`src/rtl/multicycle_ctrl_pkg.sv`:
```
// multicycle_ctrl_pkg: opcode constants, FSM state enum and decoded-control bundle
package multicycle_ctrl_pkg;
    localparam int OP_R_TYPE = 0;
    localparam int OP_LI     = 1;
    localparam int OP_LW     = 2;
    localparam int OP_SW     = 3;
    localparam int OP_BNEZ   = 4;
    localparam int OP_SHIFT  = 5;
    localparam int OP_J      = 6;
    localparam int OP_JAL    = 7;
    typedef enum logic [2:0] {IDLE, EXEC, MEM, WB, FAULT} ctrl_state_t;
    typedef struct packed {
        logic wr;
        logic alu_src_imm;
        logic mem_to_reg;
        logic branch;
        logic jump;
        logic is_jal;
        logic update_flags;
        logic is_mem;
        logic is_store;
    } ctrl_bits_t;
    localparam int CTRL_W = $bits(ctrl_bits_t);
endpackage

```
`src/rtl/multicycle_ctrl_op_table.sv`:
```
// ctrl_op_table: combinational map from latched opcode to static control bits
//   i_op   : latched opcode
//   o_ctrl : packed ctrl_bits_t; undefined opcodes decode to all zeros (NOP)
module ctrl_op_table
    import multicycle_ctrl_pkg::*;
#(
    parameter int OPCODE_W = 3
) (
    input  logic [OPCODE_W-1:0] i_op,
    output logic [CTRL_W-1:0]   o_ctrl
);
    ctrl_bits_t w_c;
    always_comb begin
        w_c = '0;
        case (i_op)
            OPCODE_W'(OP_R_TYPE): begin
                w_c.wr           = 1'b1;
                w_c.update_flags = 1'b1;
            end
            OPCODE_W'(OP_LI): begin
                w_c.wr          = 1'b1;
                w_c.alu_src_imm = 1'b1;
            end
            OPCODE_W'(OP_LW): begin
                w_c.wr          = 1'b1;
                w_c.alu_src_imm = 1'b1;
                w_c.mem_to_reg  = 1'b1;
                w_c.is_mem      = 1'b1;
            end
            OPCODE_W'(OP_SW): begin
                w_c.alu_src_imm = 1'b1;
                w_c.is_mem      = 1'b1;
                w_c.is_store    = 1'b1;
            end
            OPCODE_W'(OP_BNEZ): w_c.branch = 1'b1;
            OPCODE_W'(OP_SHIFT): begin
                w_c.wr           = 1'b1;
                w_c.update_flags = 1'b1;
            end
            OPCODE_W'(OP_J): w_c.jump = 1'b1;
            OPCODE_W'(OP_JAL): begin
                w_c.wr     = 1'b1;
                w_c.jump   = 1'b1;
                w_c.is_jal = 1'b1;
            end
            default: w_c = '0;
        endcase
    end
    assign o_ctrl = w_c;
endmodule

```
`src/rtl/multicycle_ctrl.sv`:
```
// multicycle_ctrl: IDLE/EXEC/MEM/WB sequencer driving decoded controls and a memory handshake
//   clk, reset (sync, active-high) ; instr_valid/instr_ready/opcode : fetch handshake
//   mem_req/mem_we/mem_ack : memory handshake ; reg_write..update_flags : decoded controls
//   pc_en : retire pulse ; busy : not IDLE ; fault : sticky memory timeout
//   Macro CTRL_MEM_TIMEOUT_EN adds a MEM-wait counter and a FAULT state.
module multicycle_ctrl
    import multicycle_ctrl_pkg::*;
#(
    parameter int OPCODE_W    = 3,
    parameter int MEM_TIMEOUT = 15
) (
    input  logic                clk,
    input  logic                reset,
    input  logic                instr_valid,
    output logic                instr_ready,
    input  logic [OPCODE_W-1:0] opcode,
    output logic                mem_req,
    output logic                mem_we,
    input  logic                mem_ack,
    output logic                reg_write,
    output logic                alu_src_imm,
    output logic                mem_to_reg,
    output logic                branch,
    output logic                jump,
    output logic                is_jal,
    output logic                update_flags,
    output logic                pc_en,
    output logic                busy,
    output logic                fault
);
    ctrl_state_t         r_state, w_next;
    logic [OPCODE_W-1:0] r_op;
    logic [CTRL_W-1:0]   w_bits;
    ctrl_bits_t          w_c;
    logic                w_act;
    logic                w_tmo;

    ctrl_op_table #(.OPCODE_W(OPCODE_W)) u_op_table (
        .i_op   (r_op),
        .o_ctrl (w_bits)
    );
    assign w_c = ctrl_bits_t'(w_bits);

`ifdef CTRL_MEM_TIMEOUT_EN
    localparam int CNT_W = $clog2(MEM_TIMEOUT + 1);
    logic [CNT_W-1:0] r_cnt;
    always_ff @(posedge clk) begin
        if (reset || r_state != MEM) r_cnt <= '0;
        else r_cnt <= r_cnt + 1'b1;
    end
    // r_cnt holds the number of MEM cycles already spent; the last allowed one is MEM_TIMEOUT-1
    assign w_tmo = !mem_ack && r_cnt == CNT_W'(MEM_TIMEOUT - 1);
`else
    logic [31:0] w_unused_timeout;
    assign w_unused_timeout = 32'(MEM_TIMEOUT);
    assign w_tmo = 1'b0;
`endif

    always_ff @(posedge clk) begin
        if (reset) begin
            r_state <= IDLE;
            r_op    <= '0;
        end else begin
            r_state <= w_next;
            if (r_state == IDLE && instr_valid) r_op <= opcode;
        end
    end

    // Outputs are gated by reset so they read 0 during the reset cycle itself
    always_comb begin
        w_next = r_state;
        case (r_state)
            IDLE:    w_next = instr_valid ? EXEC : IDLE;
            EXEC:    w_next = w_c.is_mem ? MEM : WB;
            MEM:     w_next = mem_ack ? WB : (w_tmo ? FAULT : MEM);
            WB:      w_next = IDLE;
            default: w_next = r_state;
        endcase
        w_act        = !reset && (r_state == EXEC || r_state == MEM || r_state == WB);
        instr_ready  = !reset && r_state == IDLE;
        busy         = !reset && r_state != IDLE;
        mem_req      = !reset && r_state == MEM;
        mem_we       = mem_req && w_c.is_store;
        reg_write    = !reset && r_state == WB && w_c.wr;
        pc_en        = !reset && r_state == WB;
        fault        = !reset && r_state == FAULT;
        alu_src_imm  = w_act && w_c.alu_src_imm;
        mem_to_reg   = w_act && w_c.mem_to_reg;
        branch       = w_act && w_c.branch;
        jump         = w_act && w_c.jump;
        is_jal       = w_act && w_c.is_jal;
        update_flags = w_act && w_c.update_flags;
    end
endmodule

```
`config.mk`:
```
export PLATFORM = sky130hd
export DESIGN_NAME = multicycle_ctrl
export DESIGN_NICKNAME = d
export VERILOG_FILES = /design/src/rtl/multicycle_ctrl_pkg.sv /design/src/rtl/multicycle_ctrl_op_table.sv /design/src/rtl/multicycle_ctrl.sv
export SDC_FILE = /design/constraint.sdc
export NUM_CORES = 1
export LEC_CHECK = 0
export ABC_AREA = 0
export CORE_AREA = 2 2 39 41
export DETAILED_ROUTE_END_ITERATION = 10
export DIE_AREA = 0 0 41 43
export HOLD_SLACK_MARGIN = 0.12
export PLACE_DENSITY = 0.65
export REMOVE_ABC_BUFFERS = 1
export SYNTH_ARGS = -nofsm -noshare
export SYNTH_HDL_FRONTEND = slang
export SYNTH_SLANG_ARGS = --single-unit
```
`constraint.sdc`:
```
create_clock -name clk -period 1.5 [get_ports clk]
set_input_delay 0.15 -clock clk [delete_from_list [all_inputs] [get_ports clk]]
set_output_delay 0.15 -clock clk [all_outputs]
set_load 0.01 [all_outputs]
```
* Yosys cells after proc, flatten, opt, wreduce, memory -nomap -nowiden
Cells that the tools add are included.
** Operators by class
- Equality and inequality tests :: 11
- Mux-type cells :: 13
- Reduce and logical (&&, ||, !) cells :: 27
** Operators with widths (count)
- == test 3 bit, second input constant :: 5
- logical AND 1 bit :: 15
- == test 3 x 2 -> 1 bit, second input constant :: 4
- two-way mux 1 bit :: 12
- one-hot mux 3 bit (4 select lines) :: 1
- == test 3 x 1 -> 1 bit, second input constant :: 2
- zero test 3 bit :: 2
- OR reduction 2 bit :: 3
- OR reduction 5 bit :: 1
- nonzero test 4 bit :: 1
- nonzero test 3 bit :: 1
- OR reduction 3 bit :: 1
- logical OR 1 bit :: 2
- zero test 1 bit :: 1
** Storage, ports and cells
- Flip-flop bits (word level) :: 6
- Input port bits :: 7
- Output and inout bits :: 13
- Word-level logic and storage cells :: 53

* Longest topological paths before layout
- Word-level depth :: 5
- Mapped depth :: 6
- Gate-level depth less buffers :: 5

* Cells and area by module
A second synthesis with hierarchy kept.
** Unflattened totals
- Cells, all modules :: 57
- Area total of the unflattened synthesis :: 444.2 µm²
** Modules (own cells, without submodules)
- multicycle_ctrl :: instances 1, cells each 46, area an instance 371.6 µm², seq. area each 100.1 µm²
- ctrl_op_table :: instances 1, cells each 11, area an instance 72.6 µm², seq. area each 0.0 µm²

* Least setup slack after synthesis
No wires, ideal clock.
- Path kind :: register to output
- Start :: register r_state[0]
- End :: output port is_jal
- Data arrival time :: 1324 ps
- Slack :: 26 ps
- Stages on the path, launching flop included :: 6
- Cells stage by stage :: dfxtp_1 inv_1 ha_1 nor2_1 and3_1 and2_1
** Between the ends
- Word-level cells in the longest chain between the ends :: 5
- Elaborated cells on any way between the ends :: 7
- Those cells by class :: eq/ne: 3; reduce/logical: 4
** Ends and longest elaborated chain
- from (decl) :: RTL line multicycle_ctrl.sv:31 : ctrl_state_t r_state, w_next;
- from (signal assigned) :: RTL line multicycle_ctrl.sv:64 : r_state <= w_next;
- == test 3 x 1 -> 1 bit / == test 3 x 2 -> 1 bit (equally long branches) :: RTL line multicycle_ctrl.sv:79 : w_act = !reset && (r_state == EXEC || r_state == MEM || r_state == WB);
- logical OR 1 bit :: RTL line multicycle_ctrl.sv:79
- logical OR 1 bit (*) :: RTL line multicycle_ctrl.sv:79
- logical AND 1 bit (*) :: RTL line multicycle_ctrl.sv:79
- logical AND 1 bit (*) :: RTL line multicycle_ctrl.sv:91 : is_jal = w_act && w_c.is_jal;
- to (decl) :: RTL line multicycle_ctrl.sv:25 : output logic is_jal,
Every way passes the cells marked *; elsewhere a longest branch is shown, timed or not.

* Worst setup path in the final report
- Start :: register r_state[1]
- End :: register r_state[1]
** Between the ends
- Word-level cells in the longest chain between the ends :: 2
- Elaborated cells on any way between the ends :: 6
- Those cells by class :: eq/ne: 3; mux: 1; reduce/logical: 2
** Ends and longest elaborated chain
- == test 3 x 2 -> 1 bit, or another cell as far along :: RTL line multicycle_ctrl.sv:72 : case (r_state)
- one-hot mux 3 bit (4 select lines) / nonzero test 4 bit (equally long branches)
Several ways; a longest one is shown, not always the timed one. The select of a mux whose other input is x is not followed.
A chain may end at the register's enable or synchronous reset.

==> impl_metrics.ini <==
[clocking]
ctsRootBufferMaster = clkbuf_4
clock_latency_ns = 0.25
max-clock-path-buffers = 2
clock_sinks = 5
holdBufCountCts = 0
cts_tree = yes
htree_num_levels = 1
clk_pin_slew_ns = 0.04
numCtsBuffers = 3

[floorplanning]
initial_core_util_pct = 30.8
die_x_um = 41
core_area_mm2 = 0.00138
io-pin-count = 20
die_h_um = 43
dieArea_mm2 = 0.00176
rows = 14

[pwr]
max-vdd-ir-drop_uv = 781
powerDensity_mw_per_mm2 = 1250
p_leak_nw = 0.352

[global_route]
grt_pass1_wl_um = 1690
antenna_found_initial = 0
grt_pass1_vias = 427
grtUsageTotal_pct = 14.2
grt_start_max_net_pins = 9
grt-ovfl-total = 0

[synthesis]
synth_area_um2 = 427
ys.flop_type = dfxtp_1
syn_inst = 52
yosysUniqueCellTypes = 22
async_reset_ff_share_pct = 0
synth-edff-count = 0
syn_avg_cell_area_um2 = 8.20
synth-seq-cells = 5
synth_area_leaders = dfxtp_1, ha_1, nor2b_1, a21oi_1, buf_4
yosys.area.top_type = dfxtp_1
yosysWarningCount = 0
synth_top_area_share_pct = 23.5
ys_seq_area_share_pct = 23.5

[finish]
drive_above_1_share_pct = 54.7
diodes = 0
stdcell_count = 102
nNetsFinal = 98
syn_to_final_growth_pct = 82.4

[worst_setup_path]
r2r_setup_slack_ns = -0.02
crit_start = r_state[1]$_SDFFE_PP0P_
cp_max_fo = 3
cp-end-kind = register
critPathLaunchType = register
arrival_ns = 1.65
required_ns = 1.63
crit_type = reg2reg
r2r_cells = 6
timing.rr.start = r_state[1]$_SDFFE_PP0P_

[routing]
num_vias = 468
drt-pass1-iter-count = 3
ant_nets = 0
drt-vias-per-instance = 4.59
dr.first_iter.drc_count = 6
wl_um = 1010
remaining_drc_errors = 0
wire_per_inst_um = 9.94

[sta]
finalCriticalPeriod_ns = 1.52
drv_slew = 0
holdWs_ns = 0.465
skew_ns = 0.00546
finalWorstSetupSlack_ns = -0.0180
rsz0062_at_grt = yes
setup_viol = 3
fmax_ghz = 0.659
finalCritPeriodShare_pct = 101
finalHoldViolations = 0

[status]
violations = setup timing
status = complete, but fails checks

[placed_design]
pre_cts_slack_ns = -0.335
place_congestion = 0.718
dp_cells = 97
dpl.hpwl_um = 782
port_buffers = 18

[hold_path]
min_path_cells = 3
min_path_type = in2reg
hp-start = opcode[2]

[job]
cap_viol_max_count = 0
[where the power goes]
part	switching, mW	total (mW)	internal, mW	leakage, nW
Clock	0.0563	0.157	0.101	0.0150
Sequential	0.0388	0.207	0.168	0.0418
Combinational	0.273	0.611	0.338	0.295
[registers in the layout, summed over array words and instances, names as in the netlist]
| name | flops |
|---|---|
| r_op | 3 |
| r_state | 2 |
[per-layer routing]
layer	track usage [%]	wire length (um)	part of all wire (%)
met5	0	0	0
met4	12.0	28	2.8
met3	1.57	82	8.1
met2	20.0	466	46
met1	18.0	436	43
[layout make-up]
| type | count | area (um^2) |
|---|---|---|
| Timing Repair Buffer | 35 | 267 |
| Tap cell | 16 | 20.0 |
| Clock buffer | 4 | 26.3 |
| Sequential cell | 5 | 103 |
| Multi-Input combinational cell | 40 | 355 |
| Inverter | 2 | 7.51 |
| Fill cell | 128 | 606 |
[worst max-delay path, cell delays in order (launching register included)]
cell	delay, ns
dfxtp_2	0.32
buf_4	0.15
ha_4	0.15
buf_4	0.13
nor4_4	0.36
mux2i_1	0.23
nor2_1	0.07
[path summary, 6_finish.rpt]
check,end
min,r_op[2]$_SDFFE_PP0P_
max reg2reg,r_state[1]$_SDFFE_PP0P_
min reg2reg,r_op[2]$_SDFFE_PP0P_
max,r_state[1]$_SDFFE_PP0P_
[timing repair]
item,4_1_cts,5_1_grt
hold endpoints to repair,0,0
resized for setup,52,9
pin swaps,1,3
buffers inserted,0,1
endpoints found under the setup margin,13,11
[kinds of logic after synthesis]
family / after synthesis / share of synthesized area [%]
AND/OR/NAND/NOR: 26 / 37.5
AO/OA/AOI/OAI: 7 / 13.2
buffers and inverters: 7 / 8.80
flip-flops: 5 / 23.5
adder cells (fa/ha/maj): 4 / 11.7
other: 1 / 0.879
XOR/XNOR: 1 / 2.05
multiplexers: 1 / 2.35
[stage by stage]
stage          instance area (um^2)  total power, mW  setup TNS [ns]  util, %
2_1_floorplan                   397            0.472         -0.0819        -
3_3_place_gp                    717            0.733           -2.88     51.8
3_5_place_dp                    717            0.739           -2.87     51.8
4_1_cts                         768            0.961          -0.141     55.5
5_1_grt                         778             1.05          -0.319     56.2
6_report                        778            0.975         -0.0391     56.2
[synth_stat cells, drive strengths merged (2+ instances only)]
| cell type | n |
|---|---|
| nor4 | 4 |
| nor2b | 5 |
| nor2 | 4 |
| ha | 4 |
| buf | 4 |
| a21oi | 5 |
| and3 | 2 |
| nand3 | 3 |
| nand2 | 5 |
| dfxtp | 5 |
| inv | 2 |
[cells in the final DEF (no fill, tap or decap), types with 2 or more instances in the layout]
master,netlist,layout
a21oi_1,5,5
dlygate4sd2_1,0,2
ha_4,0,3
nor2b_1,5,3
clkbuf_4,0,3
dfxtp_1,5,3
clkbuf_2,0,2
clkdlybuf4s15_2,0,2
buf_2,0,7
nor4_1,3,2
nor2_1,4,3
clkdlybuf4s50_1,0,5
nand3_1,3,3
inv_2,0,2
buf_4,3,16
dfxtp_2,0,2
nand2_1,5,5
(Power assumes the default switching activity.)
